## src/rtl/t5_wbk_if.sv

```systemverilog
// Writeback-stage bus bundle: execute request, load-return handshake, GPRF write port and per-hart load-pending flags.
interface t5_wbk_if #(
    parameter int XLEN = 32
);
    logic            xwre;
    logic [1:0]      xhart;
    logic [4:0]      xrda;
    logic [XLEN-1:0] xres;

    logic            lvld;
    logic            lrdy;
    logic [1:0]      lhart;
    logic [4:0]      lrda;
    logic [2:0]      lfun;
    logic [XLEN-1:0] ldat;

    logic            mwre;
    logic [1:0]      mhart;
    logic [4:0]      rd0a;
    logic [XLEN-1:0] rd0d;
    logic [3:0]      lpend;

    modport master (
        output xwre, xhart, xrda, xres,
        output lvld, lhart, lrda, lfun, ldat,
        input  lrdy, mwre, mhart, rd0a, rd0d, lpend
    );

    modport slave (
        input  xwre, xhart, xrda, xres,
        input  lvld, lhart, lrda, lfun, ldat,
        output lrdy, mwre, mhart, rd0a, rd0d, lpend
    );
endinterface

```

## src/rtl/t5_wbk.sv

```systemverilog
// Writeback stage: execute results win the GPRF port, queued load returns drain in order otherwise.
// Optional feature macro T5_WBK_LEXT_EN: sign/zero-extend load data according to lfun.
module t5_wbk #(
    parameter int XLEN   = 32,
    parameter int LDEPTH = 4,
    parameter int LAW    = 2
) (
    input  logic     sclk,
    input  logic     srst_n,
    t5_wbk_if.slave  bus
);
    localparam int CW = LAW + 2;
    localparam logic [LAW:0] FULL = (LAW+1)'(LDEPTH);

    logic [LAW:0]    count_reg, count_next;
    logic [LAW-1:0]  wptr_reg, rptr_reg;
    logic [1:0]      fh_mem [LDEPTH];
    logic [4:0]      fa_mem [LDEPTH];
    logic [XLEN-1:0] fd_mem [LDEPTH];
`ifdef T5_WBK_LEXT_EN
    logic [2:0]      ff_mem [LDEPTH];
`else
    logic            unused_lfun;
    assign unused_lfun = ^bus.lfun;
`endif

    logic            mwre_reg, lsrc_reg;
    logic [1:0]      mhart_reg;
    logic [4:0]      rd0a_reg;
    logic [XLEN-1:0] rd0d_reg;
    logic [XLEN-1:0] head_dat;
    logic            lrdy_w, exe_w, push_w, pop_w;
    logic [3:0]      lpend_w;

    assign lrdy_w = (count_reg != FULL);
    assign exe_w  = bus.xwre && (bus.xrda != 5'd0);
    // Loads to x0 are accepted but never queued or counted.
    assign push_w = bus.lvld && lrdy_w && (bus.lrda != 5'd0);
    assign pop_w  = !exe_w && (count_reg != '0);

`ifdef T5_WBK_LEXT_EN
    function automatic logic [XLEN-1:0] lext(input logic [2:0] f, input logic [XLEN-1:0] d);
        case (f)
            3'b000:  lext = {{(XLEN-8){d[7]}}, d[7:0]};
            3'b001:  lext = {{(XLEN-16){d[15]}}, d[15:0]};
            3'b100:  lext = {{(XLEN-8){1'b0}}, d[7:0]};
            3'b101:  lext = {{(XLEN-16){1'b0}}, d[15:0]};
            default: lext = d;
        endcase
    endfunction
    assign head_dat = lext(ff_mem[rptr_reg], fd_mem[rptr_reg]);
`else
    assign head_dat = fd_mem[rptr_reg];
`endif

    always_comb begin
        count_next = count_reg;
        if (push_w && !pop_w)
            count_next = count_reg + 1'b1;
        else if (pop_w && !push_w)
            count_next = count_reg - 1'b1;
    end

    // Storage is not reset; validity is tracked by count/pointers alone.
    always_ff @(posedge sclk) begin
        if (push_w) begin
            fh_mem[wptr_reg] <= bus.lhart;
            fa_mem[wptr_reg] <= bus.lrda;
            fd_mem[wptr_reg] <= bus.ldat;
`ifdef T5_WBK_LEXT_EN
            ff_mem[wptr_reg] <= bus.lfun;
`endif
        end
    end

    always_ff @(posedge sclk or negedge srst_n) begin
        if (!srst_n) begin
            count_reg <= '0;
            wptr_reg  <= '0;
            rptr_reg  <= '0;
            mwre_reg  <= 1'b0;
            lsrc_reg  <= 1'b0;
            mhart_reg <= '0;
            rd0a_reg  <= '0;
            rd0d_reg  <= '0;
        end else begin
            count_reg <= count_next;
            if (push_w)
                wptr_reg <= wptr_reg + 1'b1;
            if (exe_w) begin
                mwre_reg  <= 1'b1;
                lsrc_reg  <= 1'b0;
                mhart_reg <= bus.xhart;
                rd0a_reg  <= bus.xrda;
                rd0d_reg  <= bus.xres;
            end else if (pop_w) begin
                mwre_reg  <= 1'b1;
                lsrc_reg  <= 1'b1;
                mhart_reg <= fh_mem[rptr_reg];
                rd0a_reg  <= fa_mem[rptr_reg];
                rd0d_reg  <= head_dat;
                rptr_reg  <= rptr_reg + 1'b1;
            end else begin
                mwre_reg  <= 1'b0;
                lsrc_reg  <= 1'b0;
            end
        end
    end

    // A hart's count drops on the edge after its load write is presented to the GPRF.
    generate
        for (genvar gi = 0; gi < 4; gi++) begin : g_pend
            logic [CW-1:0] cnt_reg;
            logic          inc_w, dec_w;
            assign inc_w = push_w && (bus.lhart == 2'(gi));
            assign dec_w = mwre_reg && lsrc_reg && (mhart_reg == 2'(gi));
            always_ff @(posedge sclk or negedge srst_n) begin
                if (!srst_n)
                    cnt_reg <= '0;
                else if (inc_w && !dec_w)
                    cnt_reg <= cnt_reg + 1'b1;
                else if (dec_w && !inc_w)
                    cnt_reg <= cnt_reg - 1'b1;
            end
            assign lpend_w[gi] = (cnt_reg != '0);
        end
    endgenerate

    assign bus.lrdy  = lrdy_w;
    assign bus.mwre  = mwre_reg;
    assign bus.mhart = mhart_reg;
    assign bus.rd0a  = rd0a_reg;
    assign bus.rd0d  = rd0d_reg;
    assign bus.lpend = lpend_w;
endmodule

```

## src/flat_wrapper.sv

```systemverilog
// flat-port wrapper written by rule: the top's interface ports become plain ports
module t5_wbk_flat 
#(
    parameter int XLEN   = 32,
    parameter int LDEPTH = 4,
    parameter int LAW    = 2
)
  (sclk, srst_n, bus_xwre, bus_xhart, bus_xrda, bus_xres, bus_lvld, bus_lhart, bus_lrda, bus_lfun, bus_ldat, bus_lrdy, bus_mwre, bus_mhart, bus_rd0a, bus_rd0d, bus_lpend);
  t5_wbk_if #(.XLEN(XLEN)) bus_i ();
  input  logic sclk;
  input  logic srst_n;
  input wire logic [$bits(bus_i.xwre)-1:0] bus_xwre;
  input wire logic [$bits(bus_i.xhart)-1:0] bus_xhart;
  input wire logic [$bits(bus_i.xrda)-1:0] bus_xrda;
  input wire logic [$bits(bus_i.xres)-1:0] bus_xres;
  input wire logic [$bits(bus_i.lvld)-1:0] bus_lvld;
  input wire logic [$bits(bus_i.lhart)-1:0] bus_lhart;
  input wire logic [$bits(bus_i.lrda)-1:0] bus_lrda;
  input wire logic [$bits(bus_i.lfun)-1:0] bus_lfun;
  input wire logic [$bits(bus_i.ldat)-1:0] bus_ldat;
  output wire logic [$bits(bus_i.lrdy)-1:0] bus_lrdy;
  output wire logic [$bits(bus_i.mwre)-1:0] bus_mwre;
  output wire logic [$bits(bus_i.mhart)-1:0] bus_mhart;
  output wire logic [$bits(bus_i.rd0a)-1:0] bus_rd0a;
  output wire logic [$bits(bus_i.rd0d)-1:0] bus_rd0d;
  output wire logic [$bits(bus_i.lpend)-1:0] bus_lpend;
  assign bus_i.xwre = bus_xwre;
  assign bus_i.xhart = bus_xhart;
  assign bus_i.xrda = bus_xrda;
  assign bus_i.xres = bus_xres;
  assign bus_i.lvld = bus_lvld;
  assign bus_i.lhart = bus_lhart;
  assign bus_i.lrda = bus_lrda;
  assign bus_i.lfun = bus_lfun;
  assign bus_i.ldat = bus_ldat;
  assign bus_lrdy = bus_i.lrdy;
  assign bus_mwre = bus_i.mwre;
  assign bus_mhart = bus_i.mhart;
  assign bus_rd0a = bus_i.rd0a;
  assign bus_rd0d = bus_i.rd0d;
  assign bus_lpend = bus_i.lpend;
  t5_wbk #(.XLEN(XLEN), .LDEPTH(LDEPTH), .LAW(LAW)) u_core (.sclk(sclk), .srst_n(srst_n), .bus(bus_i));
endmodule
```

## config.mk

```make
export PLATFORM = sky130hd
export DESIGN_NAME = t5_wbk_flat
export DESIGN_NICKNAME = d
export VERILOG_FILES = /design/src/rtl/t5_wbk_if.sv /design/src/rtl/t5_wbk.sv /design/src/flat_wrapper.sv
export SDC_FILE = /design/constraint.sdc
export NUM_CORES = 1
export LEC_CHECK = 0
export ABC_AREA = 1
export CAP_MARGIN = 10
export CORE_MARGIN = 2
export CORE_UTILIZATION = 40
export DETAILED_ROUTE_END_ITERATION = 8
export PLACE_DENSITY = 0.64
export SLEW_MARGIN = 20
export SYNTH_ARGS = -nofsm -noshare
export SYNTH_HDL_FRONTEND = slang
export SYNTH_SLANG_ARGS = --single-unit
export TNS_END_PERCENT = 50
```

## constraint.sdc

```tcl
create_clock -name sclk -period 3.7 [get_ports sclk]
set_clock_uncertainty 0.1 [all_clocks]
set_input_delay 0.555 -clock sclk [delete_from_list [all_inputs] [get_ports sclk]]
set_output_delay 0.555 -clock sclk [all_outputs]
set_load 0.03 [all_outputs]
```

# After elaboration in Yosys (flattened, before gate mapping)
# Memories as Yosys holds them, arrays and structs flattened.
# Cells that the tools add are included.
# op_classes
n_addsub,12
n_mul,0
div,0
order_cmp,0
n_eq_ne,7
shift,0
mux,21
bitwise,1
n_reduce_logical,50
# op_table
cell,count
32-bit 2-to-1 mux,2
4-bit 2-to-1 mux,8
1-bit logical AND,23
4-bit by 1-bit adder with 4-bit output (second input constant),4
4-bit nonzero test,4
4-bit by 1-bit subtractor with 4-bit output (second input constant),4
2-bit nonzero test,6
1-bit zero test,11
5-bit 2-to-1 mux,2
5-bit nonzero test,2
2-bit equality test (second input constant),4
3-bit 2-to-1 mux,2
1-bit 2-to-1 mux,5
2-bit by 1-bit adder with 2-bit output (second input constant),2
2-bit by 1-bit equality test with 1-bit output (second input constant),2
2-bit zero test,2
2-bit 2-to-1 mux,2
3-bit by 1-bit adder with 3-bit output (second input constant),1
3-bit != test (second input constant),1
3-bit nonzero test,1
3-bit by 1-bit subtractor with 3-bit output (second input constant),1
2-bit AND reduction,1
1-bit inverter,1
# totals
register_bits,64
latchBits,0
ram_bits,156
rom_bits,0
input_bits,85
out_inout_bits,45
memories,3
# mem_list
name,depth,word_bits,rd,rd_clocked_by_memory_dff,write_ports,line_no,rtl
u_core.fd_mem,4,32,1,0,1,t5_wbk.sv:19,logic [XLEN-1:0] fd_mem [LDEPTH];
u_core.fa_mem,4,5,1,0,1,t5_wbk.sv:18,logic [4:0] fa_mem [LDEPTH];
u_core.fh_mem,4,2,1,0,1,t5_wbk.sv:17,logic [1:0] fh_mem [LDEPTH];

# Logic depth before layout (Yosys ltp)
# Gate-level depths: netlist of run 1.
# depth
ltp_word,8
depth_mapped,16
depth_no_buf,15

# Least setup slack after synthesis of run 1
# Ideal clock, no wire load.
# synth_timing
path_type,register to register
startpoint,register u_core.count_reg[1]
endpoint,"memory u_core.fa_mem[0][0], enable pin"
setup_ps,435
t_arrival_ps,2812
t_required_ps,3165
path_slack_ps,353
path_stages_with_launch,7
n_path_buf,1
path_cell_list,dfrtp_1 -> inv_1 -> nand3_1 -> and2_1 -> nand2_1 -> buf_4 -> nor2_1
# synth_between
elab_chain_cells,5
# synth_rtl
item,line_no,rtl
start: declaration,t5_wbk.sv:15,"logic [LAW:0] count_reg, count_next;"
start signal: assignment,t5_wbk.sv:87,count_reg <= count_next;
3-bit != test,t5_wbk.sv:35,assign lrdy_w = (count_reg != FULL);
named net bus_lrdy,flat_wrapper.sv:21,output wire logic [$bits(bus_i.lrdy)-1:0] bus_lrdy;
1-bit logical AND (2 in a row),t5_wbk.sv:38,assign push_w = bus.lvld && lrdy_w && (bus.lrda != 5'd0);
1-bit 2-to-1 mux,t5_wbk.sv:66,if (push_w) begin
1-bit 2-to-1 mux (not written as such),t5_wbk.sv:68,fa_mem[wptr_reg] <= bus.lrda;
end: declaration,t5_wbk.sv:18,
# The timed path passes the listed nets, and every way through them passes these cells.

# Worst setup path in the final report of run 1
# layout_timing
startpoint,register u_core.count_reg[0]
endpoint,register u_core.g_pend[2].cnt_reg[3]
# layout_between
elab_chain_cells,7
elab_cells_between_ends,9
# layout_rtl
item,line_no,rtl
3-bit != test (*),t5_wbk.sv:35,
1-bit logical AND (*) (2 in a row),t5_wbk.sv:38,
1-bit logical AND (*),t5_wbk.sv:115,assign inc_w = push_w && (bus.lhart == 2'(gi));
1-bit zero test,t5_wbk.sv:122,else if (dec_w && !inc_w)
1-bit logical AND,t5_wbk.sv:122,
2-bit nonzero test (no source line),-,
end signal: assignment,t5_wbk.sv:121,cnt_reg <= cnt_reg + 1'b1;
end signal: assignment,t5_wbk.sv:123,cnt_reg <= cnt_reg - 1'b1;
end: declaration,t5_wbk.sv:113,logic [CW-1:0] cnt_reg;
# Every way passes the cells marked *; elsewhere a longest branch is shown, timed or not.
# A chain may end at the register's enable or synchronous reset.

==> qor.csv, run 1 <==
stage,metric,value,unit
run_status,status,"finished, final reports clean",
global_routing,grt.total_usage,17.8,%
synthesis,synthesis.nets,1163,
critical_path,path_buf_inv,2,
timing,slew_headroom,38.5,%
placement,gp_congestion,0.760,
power,vdd_drop_max,0.422,mV
worst_hold_path,hp-class,in -> async,
placement,hpwl,13700,um
floorplan,chipWidth,163,um
clocking,clk_latency,0.51,ns
critical_path,cpLargestDelayFamily,simple AND/OR/NAND/NOR gates,
placement,placed_area,11800,sq um
final_layout,largest_reg_flops,128,
placement,port_buffers,126,
timing,worst_pin_slew,0.922,ns
routing,dr.pass1.iters,4,
clocking,cts_sinks,220,
routing,drc_errors,0,
routing,via_count,7208,
timing,holdWs,0.0832,ns
routing,wirelength,23200,um
global_routing,grt_max_degree,82,
synthesis,async_flop_share,29.1,%
clocking,clk_path_buf_depth,3,
clocking,htreeDepth,1,
timing,finalHoldViolCount,0,
floorplan,io_pins,130,
critical_path,cp.required,4.00,ns
timing,finalMaxSlewViolations,0,
synthesis,synthesis.area,10100,sq um
timing,finalSetupTns,0,ns
synthesis,syn_avg_cell_area,9.60,sq um
critical_path,cp_slowest_cell,dfrtp_1,
synthesis,ys_ff_latch,220,
global_routing,grt_pass1_wl,37000,um
critical_path,cp_max_fo,5,
floorplan,rows,58,
floorplan,die_h,163,um
routing,postRouteAntennaNets,0,
critical_path,crit_type,reg -> reg,
floorplan,initial_core_util,40.5,%
synthesis,synthCells,1056,
timing,rsz0062_at_grt,false,
final_layout,layout.nets,1279,
critical_path,rrSetupSlack,1.09,ns
clocking,cts_setup_buffers,0,
clocking,cts_made_buffers,25,
routing,wl_per_cell,15.2,um
clocking,ctsHoldBuffers,0,
clocking,cts_resized,0,
global_routing,antenna_found_initial,1,
synthesis,synth_edf_count,156,
clocking,clockRootBuffer,clkbuf_16,
timing,fmax,384,MHz
critical_path,cp-start-kind,flop,
critical_path,worstPathArrival,2.91,ns
floorplan,die_area,26600,sq um
synthesis,ys_seq_area_share,62.0,%
synthesis,yosysWarnings,0,
final_layout,layout_common_cells,"276 x nand2_1, 245 x nand3_1, 187 x inv_1, 156 x edfxtp_1, 124 x clkdlybuf4s50_1",
floorplan,core,25000,sq um
placement,dp_cells,1475,
critical_path,cp_common_cell,nand2_1,
final_layout,area_growth,24.3,%
synthesis,ys.flop_type,edfxtp_1,
critical_path,path_cells,inv_2 -> nand3_1 -> and2_1 -> nand2_1 -> nor3_2 -> ha_1 -> inv_1 -> ha_1 -> or2_2 -> nand3_1 -> nand2_1 -> nand2_1 -> nand2_1,
final_layout,nFillCells,2249,
routing,viasPerCell,4.73,
global_routing,grt_pass1_vias,7006,
final_layout,final_util,50.3,%
final_layout,drive_above_1_share,6.30,%
timing,min_period,2.61,ns
timing,fin_crit_sh,70.5,%
clocking,clkSlewWorstSetupHoldPaths,0.06,ns
critical_path,slowest_delay,0.49,ns
final_layout,fin_cells,1523,
synthesis,synth_cell_types,22,
final_layout,final_cell_area,12600,sq um
routing,drt_iter0_drc,497,
job,cap_violations,0,
critical_path,reg2regPathDepth,13,
clocking,cts_tree,yes,
critical_path,path_depth,13,
power,leakage,5.65,nW
power,p_per_area,770,nW/um^2
timing,setup_violations,0,
final_layout,layout_commonest_cell,nand2_1,
critical_path,setup.worst_path.end_class,flop,
global_routing,grt-ovfl-total,0,
synthesized netlist by cell type (all sizes together) (2+ instances only):
| cell type | number | area, sq um |
|---|---|---|
| a21oi | 2 | 10.0 |
| buf | 47 | 254 |
| clkbuf | 4 | 15.0 |
| dfrtp | 64 | 1600 |
| edfxtp | 156 | 4680 |
| fa | 5 | 100 |
| ha | 17 | 213 |
| inv | 191 | 717 |
| nand2 | 277 | 1040 |
| nand3 | 246 | 1230 |
| nor2 | 22 | 82.6 |
| nor3 | 4 | 35.0 |
| o21ai | 5 | 25.0 |
| or2 | 4 | 25.0 |
| xnor2 | 10 | 87.6 |
through the flow:
stage | setup slack [ns] | total power, W
after floorplan | 0.353 | 0.00612
after global placement | 0.646 | 0.00731
after detailed placement | 0.606 | 0.00738
after CTS | 1.08 | 0.00980
after global routing | 0.879 | 0.0104
final | 1.09 | 0.00970
layout make-up:
class                           instances  area (sq um)  share of cell area, %
Antenna cell                            2          5.00                 0.0397
Timing Repair Buffer                  140          1430                   11.4
Sequential cell                       220          6290                   49.9
Clock inverter                         13          97.6                  0.775
Clock buffer                           33           727                   5.77
Inverter                              191           717                   5.69
Multi-Input combinational cell        594          2910                   23.1
Tap cell                              330           413                   3.28
layer usage:
| layer | global-route usage [%] | wire length (um) |
|---|---|---|
| met4 | 3.86 | 342 |
| met5 | 0 | 0 |
| met3 | 3.20 | 1710 |
| met2 | 29.9 | 11000 |
| met1 | 24.2 | 10200 |
final timing paths:
| kind | from | to |
|---|---|---|
| setup reg to reg | u_core.count_reg[0]$_DFFE_PN0P_ | u_core.g_pend[2].cnt_reg[3]$_DFFE_PN0P_ |
| hold / removal | srst_n | u_core.g_pend[2].cnt_reg[2]$_DFFE_PN0P_ |
| max in group asynchronous | srst_n | u_core.rptr_reg[0]$_DFFE_PN0P_ |
| min in group sclk | u_core.g_pend[3].cnt_reg[2]$_DFFE_PN0P_ | u_core.g_pend[3].cnt_reg[2]$_DFFE_PN0P_ |
| hold reg to reg | u_core.g_pend[3].cnt_reg[2]$_DFFE_PN0P_ | u_core.g_pend[3].cnt_reg[2]$_DFFE_PN0P_ |
| setup / recovery | u_core.count_reg[0]$_DFFE_PN0P_ | u_core.g_pend[2].cnt_reg[3]$_DFFE_PN0P_ |
cell families (layout without fill, tap and decap cells):
| family | Yosys count | count (layout) | share of synthesized area, % |
|---|---|---|---|
| AOI/OAI and AO/OA | 7 | 7 | 0.346 |
| DFF | 220 | 220 | 62.0 |
| and+or+nand+nor | 554 | 554 | 23.9 |
| buffers and inverters | 242 | 377 | 9.73 |
| other | 0 | 2 | 0 |
| adders and majority gates | 22 | 22 | 3.09 |
| xor gates and xnor gates | 11 | 11 | 0.950 |
power by group:
part	internal, W	total [W]	switching [W]
registers	0.00333	0.00367	0.000341
logic	0.00133	0.00363	0.00230
clock network	0.00145	0.00241	0.000957
Note: power is estimated with default switching activity, not from simulation.
==> run 2: changes to the inputs <==
clock period = 2.5 ns   (was 3.7 ns; I/O delays follow)
==> qor.csv, run 2 (synthesis gave the netlist of run 1 again) <==
stage,metric,value,unit
routing,wl_per_cell,15.1,um
power,p_switching,0.00526,W
critical_path,cp_slowest_cell,dfrtp_1,
critical_path,rrSetupSlack,0.19,ns
global_routing,antenna_found_initial,1,
power,swShare,36.8,%
power,seq_power_share,37.7,%
placement,placed_area,12100,sq um
critical_path,worstPathArrival,2.58,ns
critical_path,cp_max_fo,7,
clocking,clkSlewWorstSetupHoldPaths,0.06,ns
power,p_clk_share,22.7,%
clocking,cts_sinks,220,
routing,wirelength,23400,um
routing,dr.pass1.iters,5,
floorplan,rows,58,
final_layout,seqCellArea,6290,sq um
critical_path,setup.worst_path.end_class,flop,
routing,viasPerCell,4.75,
timing,finalSetupTns,0,ns
critical_path,cp.required,2.78,ns
critical_path,crit_type,reg -> reg,
routing,via_count,7352,
critical_path,slowest_delay,0.39,ns
critical_path,r2r-end,u_core.count_reg[2]$_DFFE_PN0P_,
routing,postRouteAntennaNets,0,
final_layout,multi_input_area,2920,sq um
final_layout,largest_reg_flops,128,
critical_path,r2r-start,u_core.count_reg[2]$_DFFE_PN0P_,
floorplan,die_h,163,um
floorplan,initial_core_util,40.5,%
final_layout,layout.nets,1309,
placement,post-place-ws,-0.286,ns
floorplan,io_pins,130,
global_routing,grt.total_usage,17.9,%
worst_hold_path,hold_depth,5,
placement,gp_congestion,0.763,
clocking,cts_setup_buffers,0,
final_layout,drive_above_1_share,8.13,%
clocking,clk_latency,0.50,ns
timing,setup_violations,0,
placement,dp_cells,1506,
timing,fin_crit_sh,92.2,%
timing,worst_pin_slew,0.908,ns
timing,slew_headroom,39.4,%
floorplan,die_area,26600,sq um
final_layout,final_cell_area,12800,sq um
critical_path,reg2regPathDepth,11,
power,vdd_drop_max,0.626,mV
clocking,clockRootBuffer,clkbuf_16,
timing,finalMaxSlewViolations,0,
global_routing,grt_pass1_wl,37100,um
placement,port_buffers,126,
critical_path,cp-start-kind,flop,
floorplan,core,25000,sq um
worst_hold_path,min_from,bus_xwre,
critical_path,path_cells,nand3_1 -> and2_1 -> nand2_2 -> buf_4 -> inv_1 -> ha_1 -> inv_1 -> fa_1 -> a21oi_1 -> o21ai_0 -> xnor2_1,
routing,drt_iter0_drc,473,
timing,fmax,434,MHz
floorplan,chipWidth,163,um
power,power_frac_comb,39.6,%
power,p_per_area,1120,nW/um^2
clocking,clk_path_buf_depth,3,
power,leakage,5.77,nW
timing,rsz0062_at_grt,false,
global_routing,grt_max_degree,82,
global_routing,grt_pass1_vias,7203,
final_layout,layout_commonest_cell,nand2_1,
worst_hold_path,hp-class,in -> reg,
global_routing,grt-ovfl-total,0,
final_layout,fin_cells,1548,
clocking,cts_made_buffers,23,
clocking,cts_tree,yes,
placement,hpwl,14500,um
timing,finalWorstSetupSlack,0.194,ns
final_layout,nFillCells,2223,
run_status,status,"finished, final reports clean",
final_layout,layout_common_cells,"275 x nand2_1, 245 x nand3_1, 187 x inv_1, 156 x edfxtp_1, 124 x clkdlybuf4s50_1",
timing,finalHoldViolCount,0,
timing,min_period,2.31,ns
job,cap_violations,0,
worst_hold_path,hold_end,u_core.lsrc_reg$_DFF_PN0_,
routing,drc_errors,0,
power,p_int,0.00904,W
critical_path,cp_common_cell,inv_1,
final_layout,area_growth,26.3,%
clocking,htreeDepth,1,
==> run 2: changes by cell type in the layout (fill, tap and decap cells not counted), sizes merged <==
cell	change
buf	+31
bufinv	+1
clkbuf	-3
clkinv	-1
clkinvlp	-1
diode	-1
dlygate4sd3	+1
inv	-2
==> run 2: final cells by class <==
| cell class | count | share of cell area [%] |
|---|---|---|
| antenna | 1 | 0.0195 |
| clock buffer | 30 | 4.78 |
| clock inverter | 10 | 0.811 |
| inverter | 191 | 5.60 |
| multi-input combinational | 594 | 22.8 |
| sequential | 220 | 49.1 |
| tap | 330 | 3.22 |
| timing repair buffer | 172 | 13.7 |
==> run 2: metrics by stage <==
step | hold slack, ns | total power, W | util (%)
finish | 0.298 | 0.0143 | 51.1
global route | 0.305 | 0.0153 | 51.1
CTS | 0.279 | 0.0145 | 51.1
detailed placement | 0.304 | 0.0112 | 48.2
global placement | 0.298 | 0.0111 | 48.2
floorplan | -0.0206 | 0.00905 | -
==> run 2: power by group through the flow <==
stage                     clock network [W]  registers [W]  logic [W]
final                               0.00324        0.00539    0.00566
after global routing                0.00347        0.00551    0.00633
after CTS                           0.00333        0.00540    0.00576
after detailed placement                  0        0.00546    0.00573
after global placement                    0        0.00545    0.00563
after floorplan                           0        0.00594    0.00311
==> run 2: how the worst max path moves through the flow <==
stage / start / end / slack, ns / depth (start not counted)
detailed placement: bus_lrda[0] / u_core.count_reg[1]$_DFFE_PN0P_ / -0.29 / 11
global route: u_core.count_reg[1]$_DFFE_PN0P_ / u_core.count_reg[2]$_DFFE_PN0P_ / 0.02 / 12
floorplan: u_core.count_reg[1]$_DFFE_PN0P_ / u_core.fa_mem[0][0]$_DFFE_PP_ / -0.20 / 6
finish: u_core.count_reg[2]$_DFFE_PN0P_ / u_core.count_reg[2]$_DFFE_PN0P_ / 0.19 / 11
CTS: u_core.count_reg[1]$_DFFE_PN0P_ / u_core.count_reg[2]$_DFFE_PN0P_ / 0.11 / 12
global placement: bus_lrda[0] / u_core.count_reg[1]$_DFFE_PN0P_ / -0.24 / 11
==> run 2: metal layers <==
layer,part of all wire [%],global-route usage (%),up-vias
met3,5.1,3.22,36
met2,48,30.6,181
met5,0,0,-
li1,-,-,3682
met4,2.8,6.56,0
met1,44,23.0,3453
==> run 2: timing repair <==
item,in CTS,in global routing
hold endpoints to repair,37,0
hold buffers,1,0
setup endpoints to repair,0,1
resized for setup,0,1
==> run 2: worst max-delay path: cells and delay by family, from the launching register on <==
kind / cells / cell delay (ns)
buffers and inverters: 3 / 0.32
XOR/XNOR: 1 / 0.15
AND/OR/NAND/NOR: 3 / 0.45
AO/OA/AOI/OAI: 2 / 0.27
flip-flops: 1 / 0.39
adder cells (fa/ha/maj): 2 / 0.51
